[src/rtl/gf_sqscl_arb_pkg.sv]
// Shared constants and pipeline stage record for the GF(2^4) square-scale arbiter.
package gf_sqscl_arb_pkg;

  localparam int unsigned NREQ = 4;
  localparam int unsigned ID_W = 2;

  typedef struct packed {
    logic            valid;
    logic [3:0]      data;
    logic [ID_W-1:0] id;
  } stage_t;

endpackage

[src/rtl/gf_sqscl_unit.sv]
// Combinational GF(2^4) square-scale map: A = {a, b} -> {swap(a^b), b1^b0, b0}.
module gf_sqscl_unit (
  input  logic [3:0] a_i,
  output logic [3:0] q_o
);

  logic [1:0] hi;
  logic [1:0] lo;
  logic [1:0] x;

  assign hi  = a_i[3:2];
  assign lo  = a_i[1:0];
  assign x   = hi ^ lo;
  assign q_o = {x[0], x[1], lo[1] ^ lo[0], lo[0]};

endmodule

[src/rtl/gf_sqscl_arb.sv]
// Four-requester round-robin front end feeding one shared square-scale unit via a 2-stage pipeline.
// Optional macro GF_SQSCL_PRIO_EN gives requester 0 absolute priority over the rotation.
module gf_sqscl_arb #(
  parameter int unsigned NREQ = gf_sqscl_arb_pkg::NREQ
) (
  input  logic                            clk,
  input  logic                            rst,
  input  logic [NREQ-1:0]                 req_valid,
  input  logic [4*NREQ-1:0]               req_data,
  output logic [NREQ-1:0]                 req_ready,
  output logic                            rsp_valid,
  input  logic                            rsp_ready,
  output logic [3:0]                      rsp_data,
  output logic [gf_sqscl_arb_pkg::ID_W-1:0] rsp_id
);

  import gf_sqscl_arb_pkg::*;

  stage_t          s1_q, s1_d;
  stage_t          s2_q, s2_d;
  logic [ID_W-1:0] ptr_q, ptr_d;

  logic [3:0]      nib [NREQ];
  logic [3:0]      unit_q;
  logic [NREQ-1:0] rr_valid;
  logic [ID_W-1:0] gnt_idx;
  logic [ID_W-1:0] idx;
  logic            gnt_any;
  logic            prio_hit;
  logic            s2_adv;
  logic            s1_free;
  logic            take;

  for (genvar gi = 0; gi < NREQ; gi++) begin : g_nib
    assign nib[gi] = req_data[4*gi +: 4];
  end

  gf_sqscl_unit u_unit (
    .a_i (s1_q.data),
    .q_o (unit_q)
  );

  // Walk downward so the requester closest to ptr is the one left in gnt_idx.
  always_comb begin
    rr_valid = req_valid;
    gnt_any  = 1'b0;
    gnt_idx  = '0;
    idx      = '0;
    prio_hit = 1'b0;
`ifdef GF_SQSCL_PRIO_EN
    rr_valid[0] = 1'b0;
`endif
    for (int k = NREQ - 1; k >= 0; k--) begin
      idx = ptr_q + ID_W'(k);
      if (rr_valid[idx]) begin
        gnt_any = 1'b1;
        gnt_idx = idx;
      end
    end
`ifdef GF_SQSCL_PRIO_EN
    if (req_valid[0]) begin
      gnt_any  = 1'b1;
      gnt_idx  = '0;
      prio_hit = 1'b1;
    end
`endif
  end

  always_comb begin
    s2_adv    = !s2_q.valid || rsp_ready;
    s1_free   = !s1_q.valid || s2_adv;
    take      = s1_free && gnt_any && !rst;
    req_ready = take ? (NREQ'(1) << gnt_idx) : '0;

    s2_d = s2_q;
    if (s2_adv) begin
      s2_d = '{valid: s1_q.valid, data: unit_q, id: s1_q.id};
    end

    s1_d = s1_q;
    if (s1_free) begin
      s1_d = '{valid: take, data: nib[gnt_idx], id: gnt_idx};
    end

    ptr_d = ptr_q;
    if (take && !prio_hit) begin
      ptr_d = gnt_idx + 1'b1;
    end
  end

  always_ff @(posedge clk) begin
    if (rst) begin
      s1_q  <= '0;
      s2_q  <= '0;
      ptr_q <= '0;
    end else begin
      s1_q  <= s1_d;
      s2_q  <= s2_d;
      ptr_q <= ptr_d;
    end
  end

  assign rsp_valid = s2_q.valid;
  assign rsp_data  = s2_q.data;
  assign rsp_id    = s2_q.id;

endmodule

[config.mk]
export PLATFORM = sky130hd
export DESIGN_NAME = gf_sqscl_arb
export DESIGN_NICKNAME = d
export VERILOG_FILES = /design/src/rtl/gf_sqscl_arb_pkg.sv /design/src/rtl/gf_sqscl_unit.sv /design/src/rtl/gf_sqscl_arb.sv
export SDC_FILE = /design/constraint.sdc
export NUM_CORES = 1
export LEC_CHECK = 0
export CAP_MARGIN = 20
export CORE_AREA = 4 4 49 51
export DETAILED_ROUTE_END_ITERATION = 10
export DIE_AREA = 0 0 53 55
export GPL_TIMING_DRIVEN = 0
export PLACE_DENSITY_LB_ADDON = 0.3
export SETUP_SLACK_MARGIN = 0.15
export SYNTH_ARGS = -nofsm -noshare
export SYNTH_HDL_FRONTEND = slang
export SYNTH_SLANG_ARGS = --single-unit
export TNS_END_PERCENT = 10
[constraint.sdc]
create_clock -name clk -period 3.4 [get_ports clk]
set_input_delay 1.02 -clock clk [delete_from_list [all_inputs] [get_ports clk]]
set_output_delay 1.02 -clock clk [all_outputs]
set_load 0.02 [all_outputs]
==> results.sh, run 1 <==
export IMPL_die_h_um=55
export IMPL_fp_dieArea_sq_mm=0.002915
export IMPL_ys_seq_area_share_pct=36.16
export IMPL_layout_drive_gt1_share_pct=30.82
export IMPL_cp_arrival_ns=2.18
export IMPL_grt_use_total_pct=15.48
export IMPL_slew_headroom_pct=70.81
export IMPL_crit_required_ns=2.38
export IMPL_drt_total_wl_um=2129
export IMPL_powerDensity_mw_per_mm2=425.0
export IMPL_nets=170
export IMPL_cts_sinks=16
export IMPL_setup_tns_ns=0
export IMPL_endpoint_kind="output pin"
export IMPL_diodes=0
export IMPL_start_util_pct=45.62
export IMPL_ys_ff_latch=16
export IMPL_cap_violations=0
export IMPL_syn_area_sq_um=885.9
export IMPL_worstSetupStartpointType="primary input"
export IMPL_cts_hold_buf=0
export IMPL_rows=16
export IMPL_grt_pass1_wl_um=3422
export IMPL_grt_overflow_total=0
export IMPL_num_vias=872
export IMPL_firstDrtPassIters=4
export IMPL_fin_crit_sh_pct=94.17
export IMPL_regToRegSetupSlack_ns=1.55
export IMPL_cts_tree="built"
export IMPL_fmax_mhz=312.3
export IMPL_die_w_um=53
export IMPL_clkLatencyLatePin_ns=0.28
export IMPL_path_class="in -> out"
export IMPL_outcome="finished, final reports clean"
export IMPL_ant_nets=0
export IMPL_synthesis_nets=122
export IMPL_ys_warnings_count=0
export IMPL_layout_commonest_cell="clkdlybuf4s50_1"
export IMPL_grt_max_degree=11
export IMPL_htree_levels=1
export IMPL_peakVddDrop_uv=239.2
export IMPL_dp_hpwl_um=1534
export IMPL_port_buffers=33
export IMPL_slew_viol_final=0
export IMPL_synthCells=99
export IMPL_cts_buffers=3
export IMPL_fp_coreArea_sq_mm=0.001942
export IMPL_grt_pass1_vias=869
export IMPL_timing_hold_ws_ns=0.4554
export IMPL_avgSynthCellArea_sq_um=8.948
export IMPL_post_place_ws_ns=-0.8529
export IMPL_io_pin_count=34
export IMPL_antenna_found_initial=0
export IMPL_skew_ns=0.002071
export IMPL_total_leakage_power_uw=0.0005790
export IMPL_drt_iter0_drc=14
export IMPL_cts_buffer_depth=2
export IMPL_setup_slack_ns=0.1981
export IMPL_final_cell_mix="clkdlybuf4s50_1, dfxtp_1, nand2_1, buf_4, nor2_1"
export IMPL_routedWlPerCell_um=12.31
export IMPL_final_hold_viol_count=0
export IMPL_rsz0062_at_grt="false"
export IMPL_worstMarginPinSlew_ns=0.4345
export IMPL_drc=0
export IMPL_hp_class="reg -> reg"
export IMPL_clk_pin_slew_worst_paths_ns=0.09
export IMPL_critPathMaxFanout=3
export IMPL_vias_per_cell=5.040
export IMPL_globalplace_congestion=0.6763
export IMPL_min_period_ns=3.202
export IMPL_area_growth_pct=56.92
export IMPL_clockRootBuffer="clkbuf_4"
export IMPL_yosysUniqueCellTypes=29
export IMPL_finalSetupViolations=0
-- through the flow --
stage / utilization (%) / cells / total power, uW / instance area (sq um)
6_report: 71.59 / 173 / 590.7 / 1390
5_1_grt: 71.59 / 173 / 625.5 / 1390
4_1_cts: 71.84 / 173 / 587.6 / 1395
3_5_place_dp: 64.69 / 159 / 444.8 / 1256
3_3_place_gp: 64.69 / 159 / 439.8 / 1256
2_1_floorplan: - / 99 / 367.8 / 892.1
-- cell type report --
type	instances	area (sq um)
Multi-Input combinational cell	77	579.3
Timing Repair Buffer	43	379.1
Clock buffer	4	36.28
Buffer	5	37.54
Fill cell	168	551.8
Inverter	1	3.754
Tap cell	27	33.78
Sequential cell	16	320.3
-- layer usage --
| metal | GRT usage (%) | share of wire [%] | vias up |
|---|---|---|---|
| met5 | 0 | 0 | - |
| met4 | 5.957 | 1.4 | 0 |
| met3 | 2.949 | 6.2 | 4 |
| met2 | 30.58 | 51 | 32 |
| met1 | 16.05 | 41 | 392 |
| li1 | - | - | 444 |
-- cells by family after synthesis --
kind of cell              synth area share, %
and+or+nand+nor                         25.71
AOI/OAI and AO/OA                       16.67
DFF                                     36.16
muxes                                   14.12
buffers and inverters                   3.389
xor gates and xnor gates                3.954
-- timing repair --
item	CTS	global route
setup buffers	10	0
gates resized for setup	40	8
setup endpoints to repair	4	4
pin swaps	5	3
-- flip-flops by register name, summed over array words and instances (netlist names) --
register / cells
ptr_q: 2
rsp_data: 4
rsp_id: 2
rsp_valid: 1
s1_q: 7
-- critical path, stage by stage --
cell and delay, ns:
dlygate4sd2_1 0.29, a311oi_2 0.37, or2_4 0.22, buf_6 0.10, nor2_1 0.04, buf_4 0.15
-- cells in the mapped netlist --
master / number / area share [%]
dfxtp_1: 16 / 36
nand2_1: 15 / 6.4
nor2_1: 11 / 4.7
a21oi_1: 7 / 4.0
nand3b_1: 5 / 4.2
a22oi_1: 4 / 3.4
clkbuf_1: 4 / 1.7
mux2_2: 4 / 5.1
mux2_4: 4 / 6.8
xnor2_1: 4 / 4.0
a211oi_1: 3 / 2.5
nand2b_1: 3 / 2.1
mux2i_1: 2 / 2.3
nor4b_1: 2 / 2.0
a211oi_2: 1 / 1.4
a21boi_0: 1 / 0.85
a311oi_2: 1 / 1.7
and3b_1: 1 / 0.99
buf_6: 1 / 1.3
inv_1: 1 / 0.42
nor2b_1: 1 / 0.71
nor2b_2: 1 / 0.99
nor3_1: 1 / 0.56
nor4_1: 1 / 0.71
o21ba_2: 1 / 1.1
o221ai_2: 1 / 1.7
or2_1: 1 / 0.71
or2_2: 1 / 0.71
or3b_1: 1 / 0.99
-- path summary, 6_finish.rpt --
path,cells past startpoint,from,to
setup / recovery,6,req_valid[3],req_ready[2]
hold / removal,2,rsp_id[1],rsp_id[1]
setup reg to reg,7,ptr_q[1],s1_q[5]
hold reg to reg,2,rsp_id[1],rsp_id[1]
-- power breakdown --
group	total (uW)	switching, uW	internal, uW
Sequential	237	22.9	214
Clock	121	56.0	65.1
Combinational	232	100	132
Note: power is estimated with default switching activity, not from simulation.
==> inputs of run 2 (changes only) <==
--- a/config.mk
+++ b/config.mk
@@ -10,8 +10,9 @@
 export DETAILED_ROUTE_END_ITERATION = 10
 export DIE_AREA = 0 0 53 55
 export GPL_TIMING_DRIVEN = 0
-export PLACE_DENSITY_LB_ADDON = 0.3
+export PLACE_DENSITY = 0.85
 export SETUP_SLACK_MARGIN = 0.15
+export SKIP_LAST_GASP = 1
 export SYNTH_ARGS = -nofsm -noshare
 export SYNTH_HDL_FRONTEND = slang
 export SYNTH_SLANG_ARGS = --single-unit
==> results.sh, run 2 (synthesis gave the netlist of run 1 again) <==
export IMPL_grt_pass1_vias=958
export IMPL_vias_per_cell=5.237
export IMPL_peakVddDrop_uv=339.1
export IMPL_worstSetupStartpointType="primary input"
export IMPL_fp_coreArea_sq_mm=0.001942
export IMPL_diodes=0
export IMPL_design_area_sq_mm=0.001410
export IMPL_powerDensity_mw_per_mm2=435.4
export IMPL_cts_sinks=16
export IMPL_post_place_ws_ns=-0.8912
export IMPL_placed_cell_area_sq_mm=0.001256
export IMPL_skew_ns=0.006416
export IMPL_min_from="rsp_id[1]"
export IMPL_clk_pin_slew_worst_paths_ns=0.10
export IMPL_htree_levels=1
export IMPL_outcome="finished, final reports clean"
export IMPL_combPwrFrac_pct=40.4
export IMPL_layout_drive_gt1_share_pct=32.19
export IMPL_timing_hold_ws_ns=0.4548
export IMPL_r2r_start="ptr_q[1]"
export IMPL_die_h_um=55
export IMPL_area_growth_pct=59.18
export IMPL_num_vias=906
export IMPL_routedWlPerCell_um=13.94
export IMPL_cts_tree="built"
export IMPL_port_buffers=33
export IMPL_endpoint="req_ready[0]"
export IMPL_slew_headroom_pct=70.35
export IMPL_largest_register_ffs=7
export IMPL_finalSetupViolations=0
export IMPL_fin_crit_sh_pct=95.03
export IMPL_startpoint="req_valid[2]"
export IMPL_final_cell_mix="clkdlybuf4s50_1, dfxtp_1, nand2_1, buf_4, nor2_1"
export IMPL_power_frac_clock_pct=21.0
export IMPL_grt_use_total_pct=18.85
export IMPL_seqPwrFrac_pct=38.6
export IMPL_p_sw_share_pct=31.62
export IMPL_ant_nets=0
export IMPL_drt_iter0_drc=9
export IMPL_hp_class="reg -> reg"
export IMPL_final_hold_viol_count=0
export IMPL_firstDrtPassIters=4
export IMPL_endpoint_kind="output pin"
export IMPL_die_w_um=53
export IMPL_regMostFlops="s1_q"
export IMPL_slew_viol_final=0
export IMPL_cts_hold_buf=0
export IMPL_clkLatencyLatePin_ns=0.29
export IMPL_crit_required_ns=2.38
export IMPL_rsz0062_at_grt="true"
export IMPL_nets=170
export IMPL_post_route_util_pct=72.62
export IMPL_io_pin_count=34
export IMPL_rows=16
export IMPL_clockRootBuffer="clkbuf_4"
export IMPL_dp_hpwl_um=1701
export IMPL_nFillCells=144
export IMPL_setup_slack_ns=0.1690
export IMPL_cts_buffers=3
export IMPL_worstMarginPinSlew_ns=0.4447
export IMPL_layout_commonest_cell="clkdlybuf4s50_1"
export IMPL_r2r_end="s1_q[2]"
export IMPL_grt_pass1_wl_um=3919
export IMPL_total_leakage_power_uw=0.0005863
export IMPL_drc=0
export IMPL_fp_dieArea_sq_mm=0.002915
export IMPL_grt_max_degree=11
export IMPL_reg2reg_depth=8
export IMPL_globalplace_congestion=0.7651
export IMPL_fmax_mhz=309.5
export IMPL_drt_total_wl_um=2411
export IMPL_antenna_found_initial=0
export IMPL_min_period_ns=3.231
export IMPL_regToRegSetupSlack_ns=1.48
export IMPL_start_util_pct=45.62
export IMPL_grt_overflow_total=0
export IMPL_internal_power_uw=419.8
export IMPL_critPathMaxFanout=5
export IMPL_p_switching_uw=194.2
export IMPL_cp_arrival_ns=2.21
export IMPL_cts_buffer_depth=2
export IMPL_cap_violations=0
export IMPL_path_class="in -> out"
## run 2: what timing repair did
action | in CTS | in global routing
buffers inserted | 9 | 1
setup endpoints to repair | 4 | 4
resized for setup | 49 | 6
pin swaps | 6 | 3
## run 2: layer usage
metal	GRT usage, %	part of all wire [%]	up-vias	routed length (um)
met1	17.69	37	421	887
met3	4.558	7.1	8	170
met4	9.787	3.2	0	77
met2	37.60	53	35	1275
li1	-	-	442	-
met5	0	0	-	0
## run 2: worst min-delay path by stage
| stage | to | slack (ns) | depth (start not counted) |
|---|---|---|---|
| global placement | rsp_id[1] | 0.44 | 2 |
| detailed placement | rsp_id[1] | 0.44 | 2 |
| floorplan | s1_q[1] | 0.43 | 2 |
| finish | rsp_id[1] | 0.45 | 2 |
| global route | rsp_id[0] | 0.48 | 2 |
| CTS | rsp_id[1] | 0.46 | 2 |
## run 2: layout make-up
type	count	area, sq um	area share, %
Inverter	1	3.754	0.2662
Clock buffer	4	36.28	2.573
Buffer	5	37.54	2.662
Tap cell	27	33.78	2.396
Sequential cell	16	320.3	22.72
Multi-Input combinational cell	77	601.8	42.68
Timing Repair Buffer	43	376.6	26.71
## run 2: worst max-delay path, cell delays in order
cell	delay [ns]
clkbuf_4	0.15
or3b_1	0.37
o221ai_2	0.10
buf_6	0.17
nand3b_1	0.11
nor2_1	0.13
buf_4	0.16
## run 2: through the flow
stage | setup TNS, ns | power [uW] | instances
after floorplan | -0.04057 | 367.8 | 99
after global placement | -3.193 | 440.2 | 159
after detailed placement | -3.427 | 446.6 | 159
after CTS | 0 | 606.3 | 172
after global routing | 0 | 644.6 | 173
final | 0 | 614.0 | 173
## run 2: power by group through the flow
stage          Combinational (uW)  Clock (uW)  Sequential [uW]
2_1_floorplan                 119           0              249
3_5_place_dp                  207           0              240
5_1_grt                       267         138              240
3_3_place_gp                  202           0              238
4_1_cts                       242         129              236
6_report                      248         129              237
==> inputs of run 3 (changes only) <==
--- a/config.mk
+++ b/config.mk
@@ -5,7 +5,6 @@
 export SDC_FILE = /design/constraint.sdc
 export NUM_CORES = 1
 export LEC_CHECK = 0
-export CAP_MARGIN = 20
 export CORE_AREA = 4 4 49 51
 export DETAILED_ROUTE_END_ITERATION = 10
 export DIE_AREA = 0 0 53 55
==> results of run 3 <==
No change in the layout: final DEF, timing and power equal those of run 2.
